<file path="config.mk">
export PLATFORM = sky130hd
export DESIGN_NAME = user_obi_arb
export DESIGN_NICKNAME = d
export VERILOG_FILES = /design/src/rtl/user_obi_arb.sv
export SDC_FILE = /design/constraint.sdc
export NUM_CORES = 1
export LEC_CHECK = 0
export CAP_MARGIN = 20
export CORE_AREA = 2 2 124 126
export DETAILED_ROUTE_END_ITERATION = 8
export DIE_AREA = 0 0 126 128
export GPL_TIMING_DRIVEN = 0
export PLACE_DENSITY = 0.71
export SLEW_MARGIN = 40
export SYNTH_ARGS = -nofsm -noshare
export SYNTH_HDL_FRONTEND = slang
export SYNTH_SLANG_ARGS = --single-unit
</file>
<file path="constraint.sdc">
create_clock -name clk_i -period 3.2 [get_ports clk_i]
set_clock_uncertainty 0.05 [all_clocks]
set_input_delay 0.96 -clock clk_i [delete_from_list [all_inputs] [get_ports clk_i]]
set_output_delay 0.96 -clock clk_i [all_outputs]
set_load 0.005 [all_outputs]
</file>
<file path="src/rtl/user_obi_arb.sv">
// Two-manager OBI arbiter in front of a single user-design subordinate window.
// Out-of-window requests are answered locally with an error response.
module user_obi_arb #(
  parameter int                   AddrWidth     = 32,
  parameter int                   DataWidth     = 32,
  parameter logic [AddrWidth-1:0] WinBase       = 32'h2000_0000,
  parameter logic [AddrWidth-1:0] WinSize       = 32'h0000_1000,
  parameter int                   TimeoutCycles = 255
) (
  input  logic                      clk_i,
  input  logic                      rst_i,
  input  logic [1:0]                m_req_i,
  output logic [1:0]                m_gnt_o,
  input  logic [1:0][AddrWidth-1:0] m_addr_i,
  input  logic [1:0]                m_we_i,
  input  logic [1:0][3:0]           m_be_i,
  input  logic [1:0][DataWidth-1:0] m_wdata_i,
  output logic [1:0]                m_rvalid_o,
  output logic [1:0][DataWidth-1:0] m_rdata_o,
  output logic [1:0]                m_err_o,
  output logic                      s_req_o,
  input  logic                      s_gnt_i,
  output logic [AddrWidth-1:0]      s_addr_o,
  output logic                      s_we_o,
  output logic [3:0]                s_be_o,
  output logic [DataWidth-1:0]      s_wdata_o,
  input  logic                      s_rvalid_i,
  input  logic [DataWidth-1:0]      s_rdata_i,
  input  logic                      s_err_i,
  output logic                      timeout_o
);

  typedef enum logic [1:0] {IDLE, WAIT, ERR} state_t;

  // One extra bit so the window end never wraps.
  localparam logic [AddrWidth:0] WinEnd = {1'b0, WinBase} + {1'b0, WinSize};
  localparam logic [15:0]        TmoLim = 16'(TimeoutCycles);

  state_t      r_state;
  logic        r_rr;
  logic        r_owner;
  logic [15:0] r_timer;

  logic                 w_sel, w_any, w_in_win;
  logic                 w_idle, w_wait, w_err, w_fwd, w_oow, w_tmo;
  logic [AddrWidth:0]   w_addr_x;
  logic                 w_rsp_vld, w_rsp_err;
  logic [DataWidth-1:0] w_rsp_data;

  assign w_any    = |m_req_i;
  assign w_sel    = (m_req_i == 2'b11) ? r_rr : m_req_i[1];
  assign w_addr_x = {1'b0, m_addr_i[w_sel]};
  assign w_in_win = (w_addr_x >= {1'b0, WinBase}) && (w_addr_x < WinEnd);

  // Outputs are forced low while reset is held, independent of state.
  assign w_idle = !rst_i && (r_state == IDLE);
  assign w_wait = !rst_i && (r_state == WAIT);
  assign w_err  = !rst_i && (r_state == ERR);
  assign w_fwd  = w_idle && w_any && w_in_win;
  assign w_oow  = w_idle && w_any && !w_in_win;
  // A response arriving in the limit cycle wins over the timeout.
  assign w_tmo  = w_wait && !s_rvalid_i && (r_timer == TmoLim);
  assign timeout_o = w_tmo;

  always_comb begin
    s_req_o   = w_fwd;
    s_addr_o  = '0;
    s_we_o    = 1'b0;
    s_be_o    = '0;
    s_wdata_o = '0;
    if (w_fwd) begin
      s_addr_o  = m_addr_i[w_sel];
      s_we_o    = m_we_i[w_sel];
      s_be_o    = m_be_i[w_sel];
      s_wdata_o = m_wdata_i[w_sel];
    end
    m_gnt_o = '0;
    if ((w_fwd && s_gnt_i) || w_oow) m_gnt_o[w_sel] = 1'b1;

    w_rsp_vld  = 1'b0;
    w_rsp_err  = 1'b0;
    w_rsp_data = '0;
    if (w_wait) begin
      w_rsp_vld  = s_rvalid_i || w_tmo;
      w_rsp_err  = w_tmo || s_err_i;
      w_rsp_data = w_tmo ? '0 : s_rdata_i;
    end else if (w_err) begin
      w_rsp_vld = 1'b1;
      w_rsp_err = 1'b1;
    end
    m_rvalid_o = '0;
    m_err_o    = '0;
    m_rdata_o  = '0;
    m_rvalid_o[r_owner] = w_rsp_vld;
    m_err_o[r_owner]    = w_rsp_err;
    m_rdata_o[r_owner]  = w_rsp_data;
  end

  always_ff @(posedge clk_i or posedge rst_i) begin
    if (rst_i) begin
      r_state <= IDLE;
      r_rr    <= 1'b0;
      r_owner <= 1'b0;
      r_timer <= '0;
    end else begin
      case (r_state)
        IDLE: begin
          if (w_fwd && s_gnt_i) begin
            r_owner <= w_sel;
            r_rr    <= ~w_sel;
            r_timer <= '0;
            r_state <= WAIT;
          end else if (w_oow) begin
            r_owner <= w_sel;
            r_rr    <= ~w_sel;
            r_state <= ERR;
          end
        end
        WAIT: begin
          if (s_rvalid_i || w_tmo) r_state <= IDLE;
          else                     r_timer <= r_timer + 16'd1;
        end
        ERR:     r_state <= IDLE;
        default: r_state <= IDLE;
      endcase
    end
  end

endmodule
</file>
# Word-level counts from Yosys, hierarchy flattened

Index checks and enable logic that the tools add are counted.

Register bits: 20
Bits of input ports: 177

$add $sub $neg: 1
Bitwise gates (word level): 4
Reductions and logical operators: 25
Equal/unequal tests: 8
Order comparisons: 6
Multiplexer cells: 36

Operators by type and width:

| operator              | count |
|---|---|
| $mux 32               | 9 |
| $and 64x64->64        | 1 |
| $demux 32 s1          | 1 |
| $ge 32x30->1 const B  | 1 |
| $lt 32x30->1 const B  | 1 |
| $mux 16               | 2 |
| $pmux 16 s2           | 1 |
| $add 16x1->16 const B | 1 |
| $eq 16x8->1 const B   | 1 |
| $mux 1                | 13 |
| $logic_and 1x1->1     | 12 |
| $mux 4                | 3 |
| $mux 2                | 4 |
| $and 2x2->2           | 2 |
| $eq 2x2->1 const B    | 2 |
| $lt 1x2->1 const B    | 2 |
| $ne 2x1->1 const B    | 2 |
| $pmux 2 s2            | 1 |
| $reduce_and 2->1      | 2 |
| $reduce_bool 2->1     | 2 |
| $logic_not 1->1       | 3 |
| $logic_or 1x1->1      | 3 |
| $ne 3x2->1 const B    | 1 |
| $reduce_and 3->1      | 1 |
| other kinds (7)       | 9 |

# Logic depth before layout (Yosys ltp)

Depth after elaboration: 11
Gate-level depth with buffers: 7
Depth with buffers taken out: 6

# Worst setup path before layout

Ideal clock, no wire load.

Path type: input to output
Start point: input port m_addr_i[58] (netlist bit)
End point: output port s_wdata_o[22]
Data arrival time: 2.417 ns
Path buffers: 1
Stages on the path: 5
Setup slack: -0.227 ns
Path through: or4_1 o31ai_2 nand3_1 clkbuf_1 a21oi_1

Longest elaborated chain between the ends: 6
Elaborated cells on any way between the ends: 7
Classes of those cells: order compare (2); mux (3); reduce/logical (2)

RTL lines:

| element                                             | RTL line | RTL |
|---|---|---|
| from (decl)                                         | 14       | `input logic [1:0][AddrWidth-1:0] m_addr_i,` |
| $mux 32 (implied by the code) * (2 in a row)        | 52       | `assign w_addr_x = {1'b0, m_addr_i[w_sel]};` |
| $ge 32x30->1 / $lt 32x30->1 (equally long branches) | 53       | `assign w_in_win = (w_addr_x >= {1'b0, WinBase}) && (w_addr_x < WinEnd);` |
| $logic_and 1x1->1 *                                 | 53       |  |
| $logic_and 1x1->1 *                                 | 59       | `assign w_fwd = w_idle && w_any && w_in_win;` |
| $mux 32 *                                           | 71       | `if (w_fwd) begin` |
| to (decl)                                           | 26       | `output logic [DataWidth-1:0] s_wdata_o,` |

Mark *: on every way between the ends. The rest lies on a longest branch, timed or not. The select of a mux whose other input is x is not followed.

# Worst setup path after layout

Start point: input port m_addr_i[58] (netlist bit)
End point: output port s_wdata_o[17]

The elaborated chain is that of the path after synthesis.

==> impl_metrics.toml <==
[logic_synthesis]
post-synth-top-count-cell = "nand2_1"
synth_top_area_cell = "dfrtp_1"
synthCells = 416
synthTopCellsByArea = "dfrtp_1, nand2_1, and2_1"
ys.flop_type = "dfrtp_1"
syn_area_sq_um = 2600
synth_top_area_share_pct = 19.2
synth_edf_count = 0
synth_seq_cells = 20
postSynthAreaPerCell_sq_um = 6.25
ys_seq_area_share_pct = 19.2
yosys_warnings = 0
synth_cell_types = 40
async_flop_share_pct = 100
synth_common_cells = "nand2_1, and2_1, a21oi_1"

[global_route]
grt_max_degree = 13
grt.total_usage_pct = 19.3
antenna_found_initial = 0
grt_pass1_vias = 4667
grt-ovfl-total = 0
grt_pass1_wl_um = 24800

[clock_tree]
clockRootBuffer = "clkbuf_16"
clock_sinks = 20
cts_tree = "built"
cts_made_buffers = 3
cts_max_level = 1
cts-hold-fix-buffers = 0
clockBufferDepth = 2
path_clk_slew_ps = 60
clk_latency_ps = 250

[critical_path]
r2r_start = "r_rr$_DFFE_PP0P_"
crit_fanout = 7
critical_path_class = "input pin to primary output"
slowest_delay_ps = 570
cp_cell_sequence = "clkbuf_2 > or4_4 > o31ai_4 > buf_6 > nand3_4 > buf_8 > buf_6 > a21oi_4 > buf_2"
cp-start-kind = "input pin"
cp.arrival_ps = 2870
slowest_stage = "or4_4"
crit_buf_inv = 5
crit_family = "simple AND/OR/NAND/NOR gates"
worstSetupEndpointType = "primary output"
cpMostUsedCell = "buf_6"
worstPathRequired_ps = 2190
r2r_end = "r_timer[14]$_DFFE_PP0P_"
reg2reg_slack_ps = 950
rr_worst_depth = 9

[cells_and_area]
antenna_cells = 0
instances_no_fill = 1013
area_growth_pct = 181
drive_above_1_share_pct = 47.8
final_area_sq_um = 7300
layout.nets = 1004
fill_cells = 1394

[placement]
place.detailed.instances = 920
port_buffers = 298
placed_area_sq_um = 5930
place.gp.congestion = 0.847
place_hpwl_um = 11800

[power_and_ir_drop]
power_density_nw_per_um2 = 154
p_leak_nw = 3.38
ir_worst_vdd_uv = 144

[status]
violations = "negative setup slack"
status = "complete, but fails checks"

[floorplanning]
initial_core_util_pct = 17.5
io_pins = 318
die_width_um = 126
die-area_sq_um = 16100
num_rows = 45
die-height_um = 128
core_sq_um = 14900

[timing]
fin_setup_tns_ps = -33550
rsz0062_at_grt = "yes"
setup_viol = 96
fin_crit_sh_pct = 121
clock.fmax_mhz = 257
final_hold_viol_count = 0
relSlewSlack_pct = 64.6
fin_ws_ps = -684
tightest_slew_ps = 527
drv_slew = 0
period_minus_slack_ps = 3880

[drt]
drc = 0
avgViaCountPerCell = 4.50
postRouteAntennaNets = 0
wl_per_cell_um = 16.8
drt_wl_total_um = 17000
first_iter_violations = 126
vias = 4557
dr.pass1.iters = 4

[worst_hold_path]
min_path_cells = 2
worst_hold_path_type = "register to register"
worstHoldEndpoint = "r_timer[15]$_DFFE_PP0P_"
hold_start = "r_timer[15]$_DFFE_PP0P_"

[job]
cap_violations = 0
==> report_power, final <==
| part | switching (mW) | total, mW | internal (mW) |
|---|---|---|---|
| registers | 0.0240 | 0.291 | 0.267 |
| logic | 0.209 | 0.490 | 0.280 |
| clock network | 0.0982 | 0.346 | 0.248 |
==> cell type report <==
class	count	area, sq um	area share (%)
Clock inverter	1	30.0	0.411
Clock buffer	3	75.1	1.03
Timing Repair inverter	1	5.00	0.0685
Timing Repair Buffer	389	3550	48.6
Tap cell	188	235	3.22
Multi-Input combinational cell	365	2540	34.8
Inverter	6	28.8	0.394
Buffer	40	337	4.61
Sequential cell	20	502	6.87
==> tightest hold or removal path: stages, from the launching register on <==
cell	delay (ps)
dfrtp_1	410
o31ai_1	80
a21oi_1	60
==> flip-flops by register name, summed over array words and instances (netlist names) <==
signal / flops
r_owner: 1
r_state: 2
r_timer: 16
r_rr: 1
==> worst max path at each step <==
stage / end / cells after the start / slack, ps / start
after CTS: s_wdata_o[9] / 10 / -730 / m_addr_i[56]
after detailed placement: m_rdata_o[47] / 7 / -1560 / rst_i
after floorplan: s_wdata_o[22] / 5 / -30 / m_addr_i[58]
after global placement: m_rdata_o[47] / 7 / -1540 / rst_i
after global routing: s_wdata_o[17] / 9 / -740 / m_addr_i[58]
final: s_wdata_o[17] / 9 / -680 / m_addr_i[58]
==> per-layer routing <==
layer  wire, um  GRT usage (%)  part of all wire, %
met1       5940           20.4                   35
met2       9620           39.4                   57
met4        371           5.11                  2.2
met3       1060           2.80                  6.2
met5          0              0                    0
==> cells in the final DEF, fill, tap and decap left out, types with 21 or more instances in the layout <==
cell type / count
buf_4: 49
buf_2: 58
a21oi_2: 48
nand2_1: 105
dlygate4sd2_1: 21
clkdlybuf4s50_1: 132
and2_4: 40
and2_1: 24
clkbuf_2: 34
buf_6: 86
==> timing repair <==
| action | 4_1_cts | 5_1_grt |
|---|---|---|
| gates cloned | 13 | 0 |
| resized for setup | 633 | 194 |
| setup buffers | 75 | 15 |
| setup endpoints to repair | 122 | 120 |
| pin swaps | 34 | 28 |
| endpoints found under the hold margin | 0 | 0 |
==> kinds of logic after synthesis <==
| family | share of synthesized area (%) |
|---|---|
| adders and majority gates | 0.481 |
| DFF | 19.2 |
| buffers and inverters | 10.3 |
| other | 0.144 |
| xor gates and xnor gates | 3.37 |
| AOI/OAI and AO/OA | 16.7 |
| muxes | 0.818 |
| and+or+nand+nor | 49.0 |
==> stage by stage <==
stage	hold WS (ps)	utilization, %	total power, mW	worst slack (ps)
final	534	49.1	1.13	-684
after global placement	493	39.9	0.699	-1540
after floorplan	450	-	0.426	-30.9
after detailed placement	514	39.9	0.702	-1560
after global routing	546	49.1	1.18	-742
after CTS	535	48.2	1.11	-733
Power figures use the tool's default switching activity.
